`config.mk`:
```
export PLATFORM = sky130hd
export DESIGN_NAME = pipe_stage_reg
export DESIGN_NICKNAME = d
export VERILOG_FILES = /design/src/rtl/pipe_stage_reg.sv
export SDC_FILE = /design/constraint.sdc
export NUM_CORES = 1
export LEC_CHECK = 0
export CORE_MARGIN = 4
export CORE_UTILIZATION = 38
export DETAILED_ROUTE_END_ITERATION = 12
export PLACE_DENSITY = 0.8
export SYNTH_ARGS = -nofsm -noshare
export SYNTH_HDL_FRONTEND = slang
export SYNTH_SLANG_ARGS = --single-unit
```
`constraint.sdc`:
```
create_clock -name clk -period 1.9 [get_ports clk]
set_input_delay 0.38 -clock clk [delete_from_list [all_inputs] [get_ports clk]]
set_output_delay 0.38 -clock clk [all_outputs]
set_load 0.02 [all_outputs]
```
`src/rtl/pipe_stage_reg.sv`:
```
// pipe_stage_reg: valid/ready pipeline register with DEPTH stages.
// Empty slots collapse, so a full pipe keeps one transfer per cycle.
// out_valid/out_data come straight from flops. Emptied or flushed stages
// reload BUBBLE so the output bus is defined when nothing is valid.
module pipe_stage_reg #(
  parameter int              WIDTH  = 32,
  parameter int              DEPTH  = 1,
  parameter logic [WIDTH-1:0] BUBBLE = '0
) (
  input  logic             clk,
  input  logic             reset,
  input  logic             in_valid,
  output logic             in_ready,
  input  logic [WIDTH-1:0] in_data,
  output logic             out_valid,
  input  logic             out_ready,
  output logic [WIDTH-1:0] out_data,
  input  logic             flush,
  output logic [2:0]       occupancy
);

  localparam int         LAST      = DEPTH - 1;
  localparam logic [2:0] DEPTH_CNT = 3'(DEPTH);

  // Per-stage state: a valid bit and a payload register.
  logic [DEPTH-1:0] valid_q;
  logic [DEPTH-1:0] valid_d;
  logic [WIDTH-1:0] data_q [DEPTH];
  logic [WIDTH-1:0] data_d [DEPTH];

  // advance[k]: stage k hands its payload onward at the coming edge.
  logic [DEPTH-1:0] advance;
  logic             accept;
  logic             consume;

  logic [2:0] occ_q;
  logic [2:0] occ_d;

  // Advance chain, computed from the output end backwards. A stage moves
  // when the next stage is empty or is moving itself, so holes close up.
  // Flush blocks the consume, so downstream never sees a transfer in a
  // flush cycle.
  always_comb begin
    // NOTE: each signal an always_comb writes gets a default value first.
    // Otherwise a path that skips the assignment infers a latch.
    advance       = '0;
    advance[LAST] = valid_q[LAST] & out_ready & ~flush;
    for (int k = LAST - 1; k >= 0; k--) begin
      advance[k] = valid_q[k] & (~valid_q[k+1] | advance[k+1]);
    end
  end

  // Handshake decode. in_ready depends only on stage state, out_ready and
  // flush, and never on in_valid, so no loop forms through upstream.
  always_comb begin
    in_ready = ~flush & (~valid_q[0] | advance[0]);
    accept   = in_valid & in_ready;
    consume  = advance[LAST];
  end

  // Stage next-state. Each stage does one of three things: it fills from
  // its predecessor (or from in_data for S0), it drains to BUBBLE, or it
  // holds its payload. Flush empties every stage.
  always_comb begin
    for (int k = 0; k < DEPTH; k++) begin
      valid_d[k] = valid_q[k];
      data_d[k]  = data_q[k];
    end

    if (accept) begin
      valid_d[0] = 1'b1;
      data_d[0]  = in_data;
    end else if (advance[0]) begin
      valid_d[0] = 1'b0;
      data_d[0]  = BUBBLE;
    end

    for (int k = 1; k < DEPTH; k++) begin
      if (advance[k-1]) begin
        valid_d[k] = 1'b1;
        data_d[k]  = data_q[k-1];
      end else if (advance[k]) begin
        valid_d[k] = 1'b0;
        data_d[k]  = BUBBLE;
      end
    end

    if (flush) begin
      for (int k = 0; k < DEPTH; k++) begin
        valid_d[k] = 1'b0;
        data_d[k]  = BUBBLE;
      end
    end
  end

  // Occupancy next-state. It tracks accepts minus consumes, stays inside
  // 0..DEPTH, and clears on flush.
  always_comb begin
    occ_d = occ_q;
    if (flush) begin
      occ_d = '0;
    end else if (accept && !consume) begin
      occ_d = (occ_q == DEPTH_CNT) ? occ_q : occ_q + 3'd1;
    end else if (!accept && consume) begin
      occ_d = (occ_q == 3'd0) ? occ_q : occ_q - 3'd1;
    end
  end

  // State registers with synchronous reset. Reset overrides flush and any
  // transfer in progress.
  always_ff @(posedge clk) begin
    // NOTE: sequential state uses non-blocking assignments only. Then every
    // flop samples its pre-edge value, whatever the statement order.
    if (reset) begin
      valid_q <= '0;
      occ_q   <= '0;
      // NOTE: the payload registers are reset as well as the valid bits.
      // out_data must read BUBBLE after reset, not stale or X contents.
      for (int k = 0; k < DEPTH; k++) begin
        data_q[k] <= BUBBLE;
      end
    end else begin
      valid_q <= valid_d;
      occ_q   <= occ_d;
      for (int k = 0; k < DEPTH; k++) begin
        data_q[k] <= data_d[k];
      end
    end
  end

  // Outputs come directly from the last stage and the occupancy counter.
  always_comb begin
    out_valid = valid_q[LAST];
    out_data  = data_q[LAST];
    occupancy = occ_q;
  end

endmodule
```
Yosys cells after proc, flatten, opt, wreduce, memory -nomap -nowiden
Memory sizes are Yosys's and may differ from the RTL's.
Cells that the tools add are included.
- $add $sub $neg: 2
- eq/ne operators: 3
- multiplexer cells: 14
- bitwise operators: 7
- reductions and logical operators: 10
- operator list (cell ; number):
    2-to-1 mux 32 bit ; 4
    OR reduction 32 bit ; 1
    2-to-1 mux 3 bit ; 4
    2-to-1 mux 1 bit ; 6
    AND 1 bit ; 4
    inequality test 2 bit, second input constant ; 2
    nonzero test 2 bit ; 2
    adder 3 x 1 -> 3 bit, second input constant ; 1
    equality test 3 x 1 -> 1 bit, second input constant ; 1
    zero test 3 bit ; 1
    AND reduction 3 bit ; 1
    subtractor 3 x 1 -> 3 bit, second input constant ; 1
    logical AND 1 bit ; 2
    zero test 1 bit ; 2
    inverter 1 bit ; 2
    OR reduction 2 bit ; 1
    bitwise OR 1 bit ; 1
- bits in registers: 4
- RAM bits: 32
- output and inout bits: 37
- memories kept: 1
- memories (name ; depth ; bits a word ; read ports ; clocked after memory_dff ; write ports ; line ; source):
    data_q ; 1 ; 32 ; 1 ; 0 ; 1 ; 28 ; logic [WIDTH-1:0] data_q [DEPTH];

Longest topological paths before layout
- depth after elaboration: 9
- depth in mapped cells: 8
- mapped depth without buffers: 7

Worst setup path before layout
OpenSTA, ideal clock, no wires.
- path type: reg2reg
- start point: reg valid_q, in the netlist out_valid
- end point: reg valid_q, in the netlist out_valid
- library setup time: 0.070 ns
- arrival: 1.847 ns
- slack: -0.017 ns
- stages on the path, launching flop included: 7
- buffers on the path: 0
- clock period less this slack: 1.917 ns
- cells stage by stage: dfxtp_1 -> and2b_1 -> nor2_1 -> nand2_1 -> ha_1 -> or4b_1 -> a21boi_1
- word-level cells in the longest chain between the ends: 6
- elaborated cells on any way between the ends: 8
- ends and longest elaborated chain (element ; line ; source):
    start, declared ; 26 ; logic [DEPTH-1:0] valid_q;
    start signal, assigned ; 123 ; valid_q <= valid_d;
    AND 1 bit (2 in a row) ; 47 ; advance[LAST] = valid_q[LAST] & out_ready & ~flush;
    bitwise OR 1 bit * ; 56 ; in_ready = ~flush & (~valid_q[0] | advance[0]);
    AND 1 bit * ; 56 ;
    named net in_ready ; 13 ; output logic in_ready,
    AND 1 bit * ; 57 ; accept = in_valid & in_ready;
    2-to-1 mux 1 bit or nonzero test 2 bit (tied branches) ; -- ;
The timed path passes the listed nets; every way through them passes the cells marked *.
A chain may end at the register's enable or synchronous reset.

Worst setup path after layout
- start point: reg occ_q[2], in the netlist occupancy[2]
- end point: out occupancy[2]
- RTL lines (element ; line ; source):
    start, declared ; 36 ; logic [2:0] occ_q;
    start signal, assigned ; 116 ; occ_q <= '0;
    start signal, assigned ; 124 ; occ_q <= occ_d;
    end, declared ; 19 ; output logic [2:0] occupancy
No word-level cell between the ends.

==> metrics.csv <==
stage,metric,value,unit
status,status,"complete, no violations",
clock_tree,Worst-Skew Late Latency,340,ps
sta,min Tclk post-route,1797,ps
logic_synthesis,Area contributors post-synth,"dfxtp_1 (54%), a22o_1 (21%), ha_1 (6.5%)",
die,initial core utilization,0.3984,
global_route,total congestion overflow,0,
clock_tree,CTS tree,built,
die,Horiz. Die Dim,67.39,um
logic_synthesis,share of synthesized registers carrying an async set or reset,0,
critical_path,cells along the critical path,clkdlybuf4s50_1,
route,DRC,0,
clock_tree,H-tree levels,2,
logic_synthesis,Synth top cells by count,"dfxtp_1 (36), a22o_1 (32), ha_1 (7), nand2_1 (5)",
logic_synthesis,sequential fraction of the synthesis area,0.5378,
logic_synthesis,number of flops mapped to enable cells by yosys,0,
route,top layer in use,met4,
logic_synthesis,Yosys Warn Count,0,
place,# port buffers,73,
sta,period utilisation layout,0.9459,
critical_path,Critical Path RT,1520,ps
logic_synthesis,synth unique cells,24,
layout,number of fill cells in the layout,262,
power,Logic pwr share,0.136,
global_route,Tot GR Track Use,0.1686,
route,number of nets with antenna violations after detailed routing,0,
place,cell count after placement,224,
global_route,first-pass GRT wire length,5.671,mm
sta,setup ws final,102.8,ps
die,Die ar.,4541,um^2
route,DR pass1 iterations,4,
sta,Setup Viol. Count Final,0,
logic_synthesis,Synth Flop Type,dfxtp_1,
sta,Worst Tran Pin Value,293.8,ps
logic_synthesis,"FF+latch count, synth",36,
logic_synthesis,"area leader, netlist",dfxtp_1,
die,# rows,21,
route,WL/cell,16.64,um
sta,Layout Skew,8.357,ps
run,MaxCap Viol Count,0,
critical_path,critical path type,reg -> out,
logic_synthesis,top-count cell post-synth,dfxtp_1,
layout,fraction of layout cells with a size suffix above 1,0.1316,
critical_path,Crit. End Element,output port,
power,Net Switching,329.1,uW
place,Placed Area,2115,um^2
layout,fin cells,236,
place,pre-CTS WS,-347.0,ps
sta,FMAX,556.4,MHz
clock_tree,hold_buf cts,0,
global_route,pin count of the biggest net entering global routing,33,
sta,Slew headroom,0.8038,
hold_path,Hold WC Path Type,reg -> reg,
power,sw frac,0.2369,
power,Sequential Power Share,0.555,
route,DRT iter0 DRCs,79,
die,Die Y,67.39,um
logic_synthesis,Yosys top cell area share,0.5378,
layout,number of inserted diodes,0,
logic_synthesis,Syn Nets,154,
die,core box area,3363,um^2
logic_synthesis,Post-Syn Area per Cell,12.18,um^2
critical_path,"delay-heaviest family, CP",buffers and inverters,
clock_tree,clk slew on worst S/H paths,110,ps
route,WL met2,1.891,mm
global_route,initial antenna violation count,0,
critical_path,Worst path max stage delay,640,ps
power,Clk pwr share,0.308,
layout,post-route cell area,2275,um^2
clock_tree,CTS Buf Count,5,
critical_path,"setup slack, reg-to-reg",140,ps
critical_path,CP Max Fanout,4,
sta,RSZ-0062 raised after global routing,no,
global_route,vias in the first global route,1137,
power,total power draw,1389,uW
place,dpl hpwl,2.762,mm
route,DRT met1 WL,1.568,mm
layout,Final nets,233,
clock_tree,root buf cell,clkbuf_4,
sta,"Slew Viols, Final",0,
power,Pint,1060,uW
critical_path,Critical-path top delay cell,clkdlybuf4s50_1,
route,WL met3,303,um
power,cell leakage power,0.0008936,uW
power,VDD IR max,0.4103,mV
logic_synthesis,cells after synthesis,110,
critical_path,CP bufs+invs,1,
power,Pwr Density,610.5,nW/um^2
critical_path,WP data arrival,1420,ps
route,DR vias,1203,
clock_tree,CTS max path bufs,2,
place,placer congestion estimate,0.7684,
logic_synthesis,Post-Syn Area,1340,um^2
die,IO Pins,74,
clock_tree,clk sinks,36,
critical_path,crit path launch type,register,
layout,synth-to-layout area growth,69.75,%
layout,Final Util,0.6763,
route,via/cell ratio,5.097,
sta,Hold Fails Final Rpt,0,
route,WL final,3.927,mm
[metrics by stage]
step | hold WS (ps) | setup TNS (ps)
floorplan | 512.6 | 0
global placement | 455.9 | -9111
detailed placement | 454.2 | -12090
CTS | 486.6 | 0
global route | 499.1 | 0
finish | 484.7 | 0
[metal layers]
layer / track usage / vias to the layer above
li1: - / 567
met1: 0.1828 / 564
met2: 0.2748 / 56
met3: 0.05491 / 16
met4: 0.1215 / 0
met5: 0 / -
[repair_timing]
action / CTS / global route
pin swaps: 0 / 5
buffers inserted: 0 / 2
setup endpoints to repair: 1 / 37
resized for setup: 3 / 13
cloned: 0 / 2
[power by group through the flow]
stage                     registers (uW)  logic (uW)  clock network [uW]
after global routing                 773         202                 479
after global placement               788         174                   0
final                                771         189                 428
after CTS                            771         180                 439
after floorplan                      801        50.8                   0
after detailed placement             788         179                   0
[path summary, 6_finish.rpt]
check	startpoint	depth (start not counted)	endpoint
max	occupancy[2]$_SDFFE_PP0P_	1	occupancy[2]
min	data_q[0][0]$_SDFFE_PP0P_	1	data_q[0][0]$_SDFFE_PP0P_
max reg2reg	out_valid$_SDFFE_PP0P_	7	data_q[0][30]$_SDFFE_PP0P_
min reg2reg	data_q[0][0]$_SDFFE_PP0P_	1	data_q[0][0]$_SDFFE_PP0P_
[state kept, by name, indices dropped and copies added (netlist names)]
name / cells
data_q: 32
occupancy: 3
out_valid: 1
[cell type report]
| cell class | count | area (um^2) | area share |
|---|---|---|---|
| tap | 46 | 57.56 | 0.02530 |
| timing repair buffer | 80 | 843.3 | 0.3707 |
| clock inverter | 2 | 10.01 | 0.004400 |
| clock buffer | 6 | 51.30 | 0.02255 |
| multi-input combinational | 64 | 584.3 | 0.2569 |
| sequential | 36 | 720.7 | 0.3168 |
| inverter | 2 | 7.507 | 0.003300 |
[logic make-up (layout without fill, tap and decap cells)]
group	count (synthesis)	count (layout)	synth area share
buffers and inverters	10	90	0.05322
AND/OR/NAND/NOR	16	16	0.07563
XOR/XNOR	1	1	0.006537
flip-flops	36	36	0.5378
AO/OA/AOI/OAI	36	36	0.2316
multiplexers	4	4	0.02988
adder cells (fa/ha/maj)	7	7	0.06536
[cell usage in the layout, fill, tap and decap left out, drive strengths merged]
| cell | instances |
|---|---|
| a21boi | 1 |
| a22o | 32 |
| and2 | 2 |
| and2b | 1 |
| and4bb | 1 |
| buf | 6 |
| clkbuf | 8 |
| clkdlybuf4s50 | 70 |
| clkinv | 2 |
| dfxtp | 36 |
| dlymetal6s2s | 2 |
| ha | 7 |
| inv | 2 |
| mux2i | 4 |
| nand2 | 5 |
| nand2b | 1 |
| nand3 | 1 |
| nand3b | 1 |
| nor2 | 2 |
| o211ai | 1 |
| o21bai | 1 |
| o31ai | 1 |
| or3 | 1 |
| or4b | 1 |
| xnor2 | 1 |
(Power assumes the default switching activity.)
